`src/rtl/alu_arbiter.sv`:
```
// -----------------------------------------------------------------------------
// alu_arbiter
//
// Shares one external combinational ALU between two requesters. Requester 0 is
// normally the core issue logic, requester 1 an auxiliary unit (address/loop
// engine). One operation is in flight at a time: the winner's operands are
// latched, driven to the ALU for one EXEC cycle, and the ALU result plus flags
// are captured into the winner's one-entry response slot.
//
// Handshake rule (applies to every valid/ready pair below): a transfer happens
// on a rising clk edge where valid and ready are both 1. The producer holds
// valid and its payload stable until that edge; ready never depends on the
// payload, only on valid, slot occupancy, FSM state and last_grant.
//
// Ports
//   clk, rst_n                    clock, asynchronous active-low reset
//   req0_* / req1_*               operation request: valid/ready, a, b, op, sc
//   rsp0_* / rsp1_*               result slot: valid/ready, out, zero/parity/odd
//   alu_a, alu_b, alu_op, alu_sc  operand drive to the external ALU
//   alu_out, alu_zero,
//   alu_parity, alu_odd           result and flags from the external ALU
//   busy                          1 while in EXEC
//   dbg_state                     FSM state (0 = IDLE, 1 = EXEC)
//   dbg_last_grant                requester granted most recently
//   dbg_owner                     requester owning the latched operands
// -----------------------------------------------------------------------------
module alu_arbiter #(
   parameter int W   = 8,
   parameter int OPS = 4
) (
   input  logic           clk,
   input  logic           rst_n,

   // requester 0
   input  logic           req0_valid,
   output logic           req0_ready,
   input  logic [W-1:0]   req0_a,
   input  logic [W-1:0]   req0_b,
   input  logic [OPS-1:0] req0_op,
   input  logic           req0_sc,

   // requester 1
   input  logic           req1_valid,
   output logic           req1_ready,
   input  logic [W-1:0]   req1_a,
   input  logic [W-1:0]   req1_b,
   input  logic [OPS-1:0] req1_op,
   input  logic           req1_sc,

   // response slot 0
   output logic           rsp0_valid,
   input  logic           rsp0_ready,
   output logic [W-1:0]   rsp0_out,
   output logic           rsp0_zero,
   output logic           rsp0_parity,
   output logic           rsp0_odd,

   // response slot 1
   output logic           rsp1_valid,
   input  logic           rsp1_ready,
   output logic [W-1:0]   rsp1_out,
   output logic           rsp1_zero,
   output logic           rsp1_parity,
   output logic           rsp1_odd,

   // external ALU
   output logic [W-1:0]   alu_a,
   output logic [W-1:0]   alu_b,
   output logic [OPS-1:0] alu_op,
   output logic           alu_sc,
   input  logic [W-1:0]   alu_out,
   input  logic           alu_zero,
   input  logic           alu_parity,
   input  logic           alu_odd,

   // status / debug
   output logic           busy,
   output logic           dbg_state,
   output logic           dbg_last_grant,
   output logic           dbg_owner
);

   typedef enum logic {
      S_IDLE = 1'b0,
      S_EXEC = 1'b1
   } state_t;

   state_t         state;
   logic           last_grant;
   logic           owner;

   // latched operands; these drive the ALU directly and therefore hold their
   // last value while the arbiter is idle
   logic [W-1:0]   opnd_a;
   logic [W-1:0]   opnd_b;
   logic [OPS-1:0] opnd_op;
   logic           opnd_sc;

   logic           elig0;
   logic           elig1;
   logic           grant0;
   logic           grant1;
   logic           grant_any;

   // ---------------------------------------------------------------------------
   // Arbitration
   // A requester whose response slot is still occupied is not eligible, even
   // if that slot is being drained this very cycle: there is no bypass, so a
   // slot can never be refilled before the old result has left.
   // On a tie the requester that did not win last time goes first.
   // ---------------------------------------------------------------------------
   always_comb begin
      elig0     = 1'b0;
      elig1     = 1'b0;
      grant0    = 1'b0;
      grant1    = 1'b0;
      grant_any = 1'b0;
      if (state == S_IDLE) begin
         elig0 = req0_valid && !rsp0_valid;
         elig1 = req1_valid && !rsp1_valid;
      end
      grant0    = elig0 && (!elig1 || (last_grant == 1'b1));
      grant1    = elig1 && (!elig0 || (last_grant == 1'b0));
      grant_any = grant0 || grant1;
   end

   assign req0_ready = grant0;
   assign req1_ready = grant1;

   assign alu_a  = opnd_a;
   assign alu_b  = opnd_b;
   assign alu_op = opnd_op;
   assign alu_sc = opnd_sc;

   assign busy           = (state == S_EXEC);
   assign dbg_state      = state;
   assign dbg_last_grant = last_grant;
   assign dbg_owner      = owner;

   // ---------------------------------------------------------------------------
   // Sequencer, operand registers and response slots
   // The drain of a slot and the EXEC write-back never target the same slot
   // in one cycle: the owner's slot was empty when it was granted and nothing
   // else can fill it, so the write-back simply follows the drain below.
   // ---------------------------------------------------------------------------
   always_ff @(posedge clk or negedge rst_n) begin
      if (!rst_n) begin
         state       <= S_IDLE;
         last_grant  <= 1'b1;
         owner       <= 1'b0;
         opnd_a      <= '0;
         opnd_b      <= '0;
         opnd_op     <= '0;
         opnd_sc     <= 1'b0;
         rsp0_valid  <= 1'b0;
         rsp0_out    <= '0;
         rsp0_zero   <= 1'b0;
         rsp0_parity <= 1'b0;
         rsp0_odd    <= 1'b0;
         rsp1_valid  <= 1'b0;
         rsp1_out    <= '0;
         rsp1_zero   <= 1'b0;
         rsp1_parity <= 1'b0;
         rsp1_odd    <= 1'b0;
      end else begin
         // consumer side of the response slots
         if (rsp0_valid && rsp0_ready) begin
            rsp0_valid <= 1'b0;
         end
         if (rsp1_valid && rsp1_ready) begin
            rsp1_valid <= 1'b0;
         end

         case (state)
            S_IDLE: begin
               if (grant_any) begin
                  if (grant1) begin
                     opnd_a  <= req1_a;
                     opnd_b  <= req1_b;
                     opnd_op <= req1_op;
                     opnd_sc <= req1_sc;
                  end else begin
                     opnd_a  <= req0_a;
                     opnd_b  <= req0_b;
                     opnd_op <= req0_op;
                     opnd_sc <= req0_sc;
                  end
                  owner      <= grant1;
                  last_grant <= grant1;
                  state      <= S_EXEC;
               end
            end

            S_EXEC: begin
               // the ALU has had the whole cycle to settle on opnd_*
               if (owner) begin
                  rsp1_valid  <= 1'b1;
                  rsp1_out    <= alu_out;
                  rsp1_zero   <= alu_zero;
                  rsp1_parity <= alu_parity;
                  rsp1_odd    <= alu_odd;
               end else begin
                  rsp0_valid  <= 1'b1;
                  rsp0_out    <= alu_out;
                  rsp0_zero   <= alu_zero;
                  rsp0_parity <= alu_parity;
                  rsp0_odd    <= alu_odd;
               end
               state <= S_IDLE;
            end

            default: begin
               state <= S_IDLE;
            end
         endcase
      end
   end

endmodule
```
`config.mk`:
```
export PLATFORM = sky130hd
export DESIGN_NAME = alu_arbiter
export DESIGN_NICKNAME = d
export VERILOG_FILES = /design/src/rtl/alu_arbiter.sv
export SDC_FILE = /design/constraint.sdc
export NUM_CORES = 1
export LEC_CHECK = 0
export ABC_AREA = 0
export CORE_MARGIN = 10
export CORE_UTILIZATION = 55
export CTS_CLUSTER_DIAMETER = 40
export DETAILED_ROUTE_END_ITERATION = 8
export DONT_BUFFER_PORTS = 1
export GPL_TIMING_DRIVEN = 1
export PLACE_DENSITY = 0.7
export SKIP_CTS_REPAIR_TIMING = 1
export SLEW_MARGIN = 5
export SYNTH_ARGS = -nofsm -noshare
export SYNTH_HDL_FRONTEND = slang
export SYNTH_SLANG_ARGS = --single-unit
```
`constraint.sdc`:
```
create_clock -name clk -period 4.6 [get_ports clk]
set_input_delay 0.69 -clock clk [delete_from_list [all_inputs] [get_ports clk]]
set_output_delay 0.69 -clock clk [all_outputs]
set_load 0.05 [all_outputs]
```
---- Word level (Yosys, flattened, before mapping) ----
Cells that the tools add are included.
word-level totals
  word-level logic and storage cells ...... 50
  input port bits ......................... 59
  output and inout bits ................... 51
  register bits after elaboration ......... 48
cells by class
  reductions and logical operators ........ 16
  multiplexer cells ....................... 14
  bitwise logic cells ..................... 3
operators with widths
  kind                                number
  2-to-1 mux 8 bit                    2
  2-to-1 mux 1 bit                    10
  logical AND 1 bit                   6
  AND reduction 2 bit                 3
  logical NOT 1 bit                   4
  2-to-1 mux 4 bit                    1
  logical OR 1 bit                    3
  NOT 1 bit                           3
  one-hot mux 1 bit (2 select lines)  1

---- Logic depth before layout (Yosys ltp) ----
Gate-level depths: netlist (run 1).
  depth after elaboration ................. 9
  mapped depth ............................ 6
  depth with buffers taken out ............ 4

---- Least setup slack after synthesis (run 1) ----
OpenSTA, ideal clock, no wires.
  path type ............................... reg-to-output
  from .................................... register rsp1_valid
  to ...................................... output req1_ready
  required time ........................... 3910 ps
  cell stages (with the launch flop) ...... 5
  buffers on the path ..................... 2
  arrival ................................. 1770 ps
  path slack .............................. 2140 ps
  cells stage by stage .................... dfrtp_1 -> buf_2 -> or3b_1 -> buf_2 -> nor2_2
on the way
  word-level cells in the longest chain between the ends .. 4
ends and longest elaborated chain
  item                      RTL line  source
  start: declaration        59        output logic rsp1_valid,
  start signal: assignment  160       rsp1_valid <= 1'b0;
  start signal: assignment  171       rsp1_valid <= 1'b0;
  start signal: assignment  197       rsp1_valid <= 1'b1;
  logical NOT 1 bit         120       elig1 = req1_valid && !rsp1_valid;
  logical AND 1 bit         120
  2-to-1 mux 1 bit          118       if (state == S_IDLE) begin
  logical AND 1 bit         123       grant1 = elig1 && (!elig0 || (last_grant == 1'b0));
  end: declaration          44        output logic req1_ready,
No other way between the ends.

---- Worst setup path in the final report (run 1) ----
Ends and elaborated chain as after synthesis.

==> flow_summary.yaml, run 1 <==
status:
  outcome: "finished clean"
detailed_routing:
  routedWlPerCell_um: 27.80
  drtIter0Drc: 82
  drt_pre_antenna_iters: 4
  detailroute.via_count: 1380
  detailed_route_wl_mm: 5.644
  ant_nets: 0
  detail_route.drc_violations: 0
  vias_per_cell: 6.798
floorplan:
  initial_utilization_pct: 57.89
  die-area_um2: 6851
  placeableCoreArea_um2: 3744
  die_w_um: 82.77
  design.portCount: 110
  placementRows: 22
  die-height_um: 82.77
place:
  gp_routability_congestion: 0.8016
  port_buffers: 0
  detailedPlacementHpwl_mm: 4.350
  dp.cells: 195
synth:
  syn_std_cell_area_um2: 2167
  count_of_flip_flops_with_a_built_in_enable_after_synthesis: 0
  synth_most_common_cell: "sky130_fd_sc_hd__dfrtp_1"
  synth.ff_latch_count: 48
  synthesis.instances: 162
  synthTopCellsByCount: "sky130_fd_sc_hd__dfrtp_1, sky130_fd_sc_hd__mux2_2, sky130_fd_sc_hd__a221o_1, sky130_fd_sc_hd__and3_1, sky130_fd_sc_hd__o21ai_0"
  post_synth_top_area_share_pct: 54.27
  synth_async_sr_flop_share_pct: 100.0
  yosysTopAreaCell: "sky130_fd_sc_hd__dfrtp_1"
  mappedNetlistNets: 221
  syn-mean-instance-area_um2: 13.38
  synth_ff_type: "sky130_fd_sc_hd__dfrtp_1"
  synth_cell_type_count: 28
  synthTopCellsByArea: "sky130_fd_sc_hd__dfrtp_1, sky130_fd_sc_hd__mux2_2, sky130_fd_sc_hd__a221o_1"
  yosysSeqAreaShare_pct: 55.48
  synth-warning-count: 0
clocking:
  cts.sink_count: 48
  cts_inserted_buffers: 5
  clk-insertion-delay-late_ns: 0.30
  cts_root_buffer: "sky130_fd_sc_hd__clkbuf_8"
  clkSlewWorstSetupHoldPaths_ns: 0.09
  clock_tree.buffer_depth: 2
  cts.htree.levels: 2
  clock_tree_from_tritoncts: "done"
timing:
  fin_worst_hold_slack_ns: 0.07431
  slew-limit-headroom_pct: 23.56
  setup_tns_ns: 0
  unrepaired_setup_endpoints_after_global_routing: "false"
  final-hold-violation-count: 0
  fmaxAchievable_mhz: 347.6
  timing_max_transition_violations_final: 0
  fin_crit_sh_pct: 62.54
  fin_clk_skew_ns: 0.004959
  setup_viol: 0
  slew_at_the_pin_closest_to_its_max_slew_limit_ns: 1.144
  period_minus_slack_ns: 2.877
finish:
  fill_cells: 307
  area_growth_pct: 4.619
  register_area_um2: 1202
  layout.cells.non_filler: 203
  multi_input_area_um2: 840.8
  drive_above_1_share_pct: 20.65
  fraction_of_the_core_area_covered_by_cells_at_the_end_of_the_flow_pct: 60.56
  num_antenna_cells: 0
  fin_nets: 213
grt:
  use_met3_pct: 8.297
  number_of_antenna_violations_at_the_first_check_in_global_routing: 0
  groute.layer.met1.usage_pct: 17.59
  grt.busiest_layer: "met2"
  globalRouteMet2Util_pct: 26.54
  grt_usage_pct: 16.24
  grt_max_degree: 49
  grt_pass1_wl_mm: 8.280
  grt.overflow.total: 0
  grt_pass1_vias: 1428
critical_path:
  timing.critical_path.to_type: "output port"
  r2r_setup_slack_ns: 2.16
  cp_slowest_stage_delay_ns: 0.71
  worstSetupPathType: "reg2out"
  critPathLaunchType: "register"
  critical_path_peak_fanout: 13
  crit_path_cell_trace: "or3b_1, nor2_2"
  crit_required_ns: 3.91
  critical-path-slowest-cell: "sky130_fd_sc_hd__dfrtp_1"
  critPathTopFamily: "simple AND/OR/NAND/NOR gates"
  worst-path-buf-inv: 0
  critPathArrivalTime_ns: 2.19
hold_path:
  hold_class: "in2async"
job:
  drv.max_cap_violation_count: 0
-- stage by stage --
step	worst slack [ns]	instance area (um^2)
detailed placement	2.063	2130
floorplan	2.140	2167
finish	1.723	2267
global route	1.630	2267
global placement	2.099	2130
CTS	1.716	2267
-- worst paths after layout --
kind	depth (start not counted)	start	endpoint
max	2	rsp1_valid	req1_ready
min	0	rst_n	alu_a[4]
max reg2reg	4	rsp1_valid	alu_b[2]
min reg2reg	1	dbg_last_grant	dbg_last_grant
max in group asynchronous	0	rst_n	dbg_last_grant
min in group clk	1	rsp1_ready	rsp1_valid
-- flip-flops by register name (all words and copies together), names as in the netlist, 4 cells and up --
register / count
rsp1_out: 8
alu_b: 8
alu_a: 8
alu_op: 4
rsp0_out: 8
-- placed cells by master (no fill, tap or decap) --
master and instances:
sky130_fd_sc_hd__and3b_1 1, sky130_fd_sc_hd__a221oi_1 7, sky130_fd_sc_hd__or3b_1 1, sky130_fd_sc_hd__buf_4 2, sky130_fd_sc_hd__nand3b_1 1, sky130_fd_sc_hd__mux2_2 16
sky130_fd_sc_hd__o21ai_0 8, sky130_fd_sc_hd__a21o_1 4, sky130_fd_sc_hd__dfrtp_1 47, sky130_fd_sc_hd__dfstp_2 1, sky130_fd_sc_hd__a2bb2oi_1 7, sky130_fd_sc_hd__and3_1 14
sky130_fd_sc_hd__nor3_4 1, sky130_fd_sc_hd__nand2b_1 1, sky130_fd_sc_hd__bufinv_16 2, sky130_fd_sc_hd__inv_6 1, sky130_fd_sc_hd__nor3b_2 2, sky130_fd_sc_hd__nand2b_4 1
sky130_fd_sc_hd__clkbuf_8 5, sky130_fd_sc_hd__nor4bb_1 7, sky130_fd_sc_hd__nand2_1 1, sky130_fd_sc_hd__nor2_2 1, sky130_fd_sc_hd__mux2_1 6, sky130_fd_sc_hd__inv_1 2
sky130_fd_sc_hd__clkinv_1 1, sky130_fd_sc_hd__a221o_1 14, sky130_fd_sc_hd__nor2b_1 1
-- cell type report --
type	instances	share of cell area, %
clock inverters	3	3.035
multi-input cells	94	37.09
clock buffers	5	3.035
well taps	48	2.649
flip-flops and latches	48	53.04
repair buffers	2	0.6623
inverters	3	0.4967
-- cells by family after synthesis --
family / after synthesis / synth area share, %
multiplexers: 22 / 11.43
flip-flops: 48 / 55.49
AND/OR/NAND/NOR: 32 / 11.72
AO/OA/AOI/OAI: 40 / 15.36
buffers and inverters: 20 / 6.004
-- per-layer routing --
| layer | wire, um | vias up |
|---|---|---|
| met3 | 750 | 7 |
| li1 | - | 607 |
| met4 | 89 | 0 |
| met2 | 2955 | 67 |
| met5 | 0 | - |
| met1 | 1849 | 699 |
-- worst register-to-register path, stage by stage (launching register included) --
cell and delay [ns]:
sky130_fd_sc_hd__dfrtp_1 0.91, sky130_fd_sc_hd__nand2b_4 0.33, sky130_fd_sc_hd__a21o_1 0.49, sky130_fd_sc_hd__clkinv_1 0.36
sky130_fd_sc_hd__a2bb2oi_1 0.22
Power of run 1 is not shown: default switching activity piles up to over one toggle a cycle in this logic, so the estimate is an artifact.
==> inputs of run 2 (changes only) <==
==> constraint.sdc (replaced) <==
create_clock -name clk -period 3.01 [get_ports clk]
set_input_delay 0.4515 -clock clk [delete_from_list [all_inputs] [get_ports clk]]
set_output_delay 0.4515 -clock clk [all_outputs]
set_load 0.05 [all_outputs]
==> run 2 against run 1 <==
Effect of this change: global-route usage rose by 0.10 points; via count rose by 2.2%; clock skew fell by 0.0015 ns; count of clock-buffer cells in the layout did not move; routed wire length rose by 1.3%; final area rose by 2.3%; first-iteration DRC count rose by 26%; die area did not move; final cell count rose by 2.0%; highest routed layer unchanged.
==> flow_summary.yaml, run 2 (synthesis gave the netlist of run 1 again) <==
floorplan:
  die-height_um: 82.77
  die-area_um2: 6851
  initial_utilization_pct: 57.89
  design.portCount: 110
  placementRows: 22
  placeableCoreArea_um2: 3744
  die_w_um: 82.77
detailed_routing:
  vias_per_cell: 6.812
  ant_nets: 0
  drt_pre_antenna_iters: 4
  drtIter0Drc: 103
  detail_route.drc_violations: 0
  detailed_route_wl_mm: 5.719
  detailroute.via_count: 1410
  routedWlPerCell_um: 27.63
finish:
  most_common_cell_after_layout_fill_and_taps_aside: "sky130_fd_sc_hd__dfrtp_1"
  drive_above_1_share_pct: 22.01
  multi_input_area_um2: 840.8
  fill_cells: 304
  layout_common_cells: "sky130_fd_sc_hd__dfrtp_1, sky130_fd_sc_hd__mux2_2, sky130_fd_sc_hd__and3_1, sky130_fd_sc_hd__a221o_1, sky130_fd_sc_hd__o21ai_0"
  fin_nets: 217
  area_growth_pct: 7.044
  num_antenna_cells: 0
  register_area_um2: 1202
hold_path:
  holdCritStartpoint: "rsp1_ready"
  hold_class: "in2reg"
critical_path:
  crit_path_cell_trace: "or3b_1, nor2_2"
  cp_slowest_stage_delay_ns: 0.61
  setup.worst_path.start: "busy"
  timing.critical_path.to_type: "output port"
  crit_required_ns: 2.56
  worst_r2r_startpoint: "rsp0_valid"
  critPathLaunchType: "register"
  critical-path-slowest-cell: "sky130_fd_sc_hd__dfrtp_1"
  critical_path_peak_fanout: 21
  worstSetupPathType: "reg2out"
  critPathArrivalTime_ns: 2.04
timing:
  slew_at_the_pin_closest_to_its_max_slew_limit_ns: 0.6983
  fin_crit_sh_pct: 82.91
  setup_viol: 0
  fin_ws_ns: 0.5146
  slew-limit-headroom_pct: 53.30
  final-hold-violation-count: 0
  fin_clk_skew_ns: 0.003440
  timing_max_transition_violations_final: 0
  fmaxAchievable_mhz: 400.7
  setup_tns_ns: 0
  unrepaired_setup_endpoints_after_global_routing: "false"
  period_minus_slack_ns: 2.495
status:
  outcome: "finished clean"
clocking:
  clkSlewWorstSetupHoldPaths_ns: 0.09
  cts_root_buffer: "sky130_fd_sc_hd__clkbuf_8"
  clock_tree.buffer_depth: 2
  cts.sink_count: 48
  clock_tree_from_tritoncts: "done"
  clk-insertion-delay-late_ns: 0.29
  cts.htree.levels: 2
  cts_inserted_buffers: 5
place:
  dp_worst_setup_slack_ns: 0.6720
  port_buffers: 0
  gp_routability_congestion: 0.7798
  detailedPlacementHpwl_mm: 4.431
grt:
  grt_max_degree: 49
  grt_pass1_vias: 1462
  grt_pass1_wl_mm: 8.362
  number_of_antenna_violations_at_the_first_check_in_global_routing: 0
  grt_usage_pct: 16.34
  grt.overflow.total: 0
job:
  drv.max_cap_violation_count: 0
-- run 2: changes by cell type in the layout (fill, tap and decap cells not counted) --
cell and delta:
sky130_fd_sc_hd__buf_4 +2, sky130_fd_sc_hd__buf_16 +1, sky130_fd_sc_hd__dlygate4sd3_1 +1
-- run 2: per-layer routing --
metal  wire length [um]  part of all wire [%]  vias up  GRT usage [%]
met5                  0                     0        -              0
met4                134                   2.3        0          6.689
met3                735                    13       13          8.190
met2               2962                    52       83          27.70
met1               1885                    33      696          16.83
li1                   -                     -      618              -
-- run 2: worst max-delay path, delay by kind of cell, from the launching register on --
kind             cells  cell delay, ns
flip-flops           1            0.61
AND/OR/NAND/NOR      2            1.14
-- run 2: final cells by class --
class	instances	area share (%)
clock inverters	3	2.967
flip-flops and latches	48	51.83
repair buffers	6	2.913
inverters	3	0.4854
multi-input cells	94	36.25
clock buffers	5	2.967
well taps	48	2.589
-- run 2: worst paths after layout --
kind	to	slack [ns]	cells after the start
worst max-delay path	req1_ready	0.51	2
worst min-delay path	rsp1_valid	0.24	1
worst max register to register	alu_b[2]	0.64	4
worst min register to register	dbg_last_grant	0.69	1
max in group asynchronous	dbg_last_grant	2.07	2
min in group asynchronous	alu_a[0]	0.68	2
-- run 2: per-stage QoR --
step	std cells	area [um^2]	hold slack [ns]	utilization, %
after floorplan	162	2167	0.1559	-
after global placement	197	2145	0.1574	57.29
after detailed placement	197	2145	0.1575	57.29
after CTS	205	2282	-0.1644	60.96
after global routing	207	2320	0.2371	61.97
final	207	2320	0.2407	61.97
Power of run 2 is left out for the same reason.
==> inputs of run 3 (changes only) <==
==> constraint.sdc (replaced) <==
create_clock -name clk -period 2.45 [get_ports clk]
set_input_delay 0.3675 -clock clk [delete_from_list [all_inputs] [get_ports clk]]
set_output_delay 0.3675 -clock clk [all_outputs]
set_load 0.05 [all_outputs]
==> run 3 against run 2 <==
Effect of this change: sequential share of layout area decreased by 0.33 points; first-iteration DRC count increased by 13%; register-to-register slack got worse by 0.29 ns; utilization increased by 0.40 points; worst setup slack got worse by 0.30 ns; largest cell class unchanged; critical path depth increased by 1; global-route usage decreased by 0.090 points; final area increased by 0.65%; critical path type unchanged.
==> flow_summary.yaml, run 3 (synthesis gave the netlist of run 1 again) <==
hold_path:
  min_delay_worst_endpoint: "rsp1_valid"
  hold_depth: 1
  holdCritStartpoint: "rsp1_ready"
  hold_class: "in2reg"
critical_path:
  worst_r2r_path_depth: 4
  r2r_setup_slack_ns: 0.35
  critical_path_peak_fanout: 21
  critPathTopFamily: "simple AND/OR/NAND/NOR gates"
  worstReg2RegEnd: "alu_b[1]"
  critPathLaunchType: "register"
  critical-path-slowest-cell: "sky130_fd_sc_hd__dfrtp_1"
  cp_slowest_stage_delay_ns: 0.64
  crit_required_ns: 2.08
  critPathArrivalTime_ns: 1.87
  worst-path-buf-inv: 1
  crit_path_cell_trace: "or3b_1, nor2_2, buf_4"
  worstSetupPathType: "reg2out"
  timing.critical_path.to_type: "output port"
  worst_r2r_startpoint: "rsp1_valid"
floorplan:
  die-height_um: 82.77
  die-area_um2: 6851
  placementRows: 22
  die_w_um: 82.77
  initial_utilization_pct: 57.89
  design.portCount: 110
  placeableCoreArea_um2: 3744
job:
  drv.max_cap_violation_count: 0
finish:
  num_antenna_cells: 0
  area_growth_pct: 7.737
  drive_above_1_share_pct: 22.98
  layout_common_cells: "sky130_fd_sc_hd__dfrtp_1, sky130_fd_sc_hd__mux2_2, sky130_fd_sc_hd__and3_1, sky130_fd_sc_hd__a221o_1, sky130_fd_sc_hd__o21ai_0"
  fin_nets: 219
  fill_cells: 304
  layout.cell_area.non_filler_um2: 2335
  most_common_cell_after_layout_fill_and_taps_aside: "sky130_fd_sc_hd__dfrtp_1"
timing:
  fmaxAchievable_mhz: 447.3
  final-hold-violation-count: 0
  unrepaired_setup_endpoints_after_global_routing: "false"
  slew-limit-headroom_pct: 53.20
  fin_clk_skew_ns: 0.01075
  setup_viol: 0
  fin_crit_sh_pct: 91.26
  timing_max_transition_violations_final: 0
  period_minus_slack_ns: 2.236
  setup_tns_ns: 0
  fin_worst_hold_slack_ns: 0.1571
  slew_at_the_pin_closest_to_its_max_slew_limit_ns: 0.6998
detailed_routing:
  detail_route.drc_violations: 0
  detailroute.via_count: 1411
  detailed_route_wl_mm: 5.855
  vias_per_cell: 6.751
  routedWlPerCell_um: 28.01
  drt_pre_antenna_iters: 4
  drtIter0Drc: 116
  ant_nets: 0
clocking:
  clk-insertion-delay-late_ns: 0.30
  cts_inserted_buffers: 5
  clock_tree_from_tritoncts: "done"
  clkSlewWorstSetupHoldPaths_ns: 0.09
  cts_root_buffer: "sky130_fd_sc_hd__clkbuf_8"
  cts.htree.levels: 2
  cts.sink_count: 48
  clock_tree.buffer_depth: 2
status:
  outcome: "finished clean"
grt:
  grt_usage_pct: 16.25
  grt_pass1_vias: 1499
  grt_max_degree: 49
  grt.overflow.total: 0
  grt_pass1_wl_mm: 8.411
  number_of_antenna_violations_at_the_first_check_in_global_routing: 0
place:
  detailedPlacementHpwl_mm: 4.440
  postPlaceCellArea_um2: 2160
  port_buffers: 0
  gp_routability_congestion: 0.7793
==> run 3: changes by cell type in the layout (fill, tap and decap cells not counted), sizes merged <==
cell | before | now
buf | 5 | 7
==> run 3: per-layer routing <==
layer	global-route usage [%]	wire (um)	vias to the layer above
met5	0	0	-
met1	16.83	2001	713
li1	-	-	610
met3	8.297	729	8
met2	27.47	3031	80
met4	6.355	93	0
==> run 3: worst max path at each step <==
stage                     from    endpoint  slack (ns)  depth (start not counted)
floorplan           rsp1_valid  req1_ready        0.31                          4
detailed placement  rsp1_valid    alu_b[7]        0.37                          4
finish                    busy  req1_ready        0.21                          3
global placement    rsp1_valid   alu_op[3]        0.43                          4
global route              busy  req1_ready        0.11                          3
CTS                       busy  req1_ready        0.22                          3
==> run 3: through the flow <==
stage | setup slack, ns | util (%) | std cells
6_report | 0.2142 | 62.37 | 209
5_1_grt | 0.1132 | 62.37 | 209
4_1_cts | 0.2242 | 61.36 | 207
3_5_place_dp | 0.3678 | 57.69 | 199
3_3_place_gp | 0.4268 | 57.69 | 199
2_1_floorplan | 0.3125 | - | 162
==> run 3: area by class of cell <==
class,instances,area [um^2],area share (%)
clock inverter,3,68.82,2.947
sequential,48,1202,51.50
tap,48,60.06,2.572
multi-input combinational,94,840.8,36.01
clock buffer,5,68.82,2.947
inverter,3,11.26,0.4823
timing repair buffer,8,82.58,3.537
Power of run 3 is left out for the same reason.
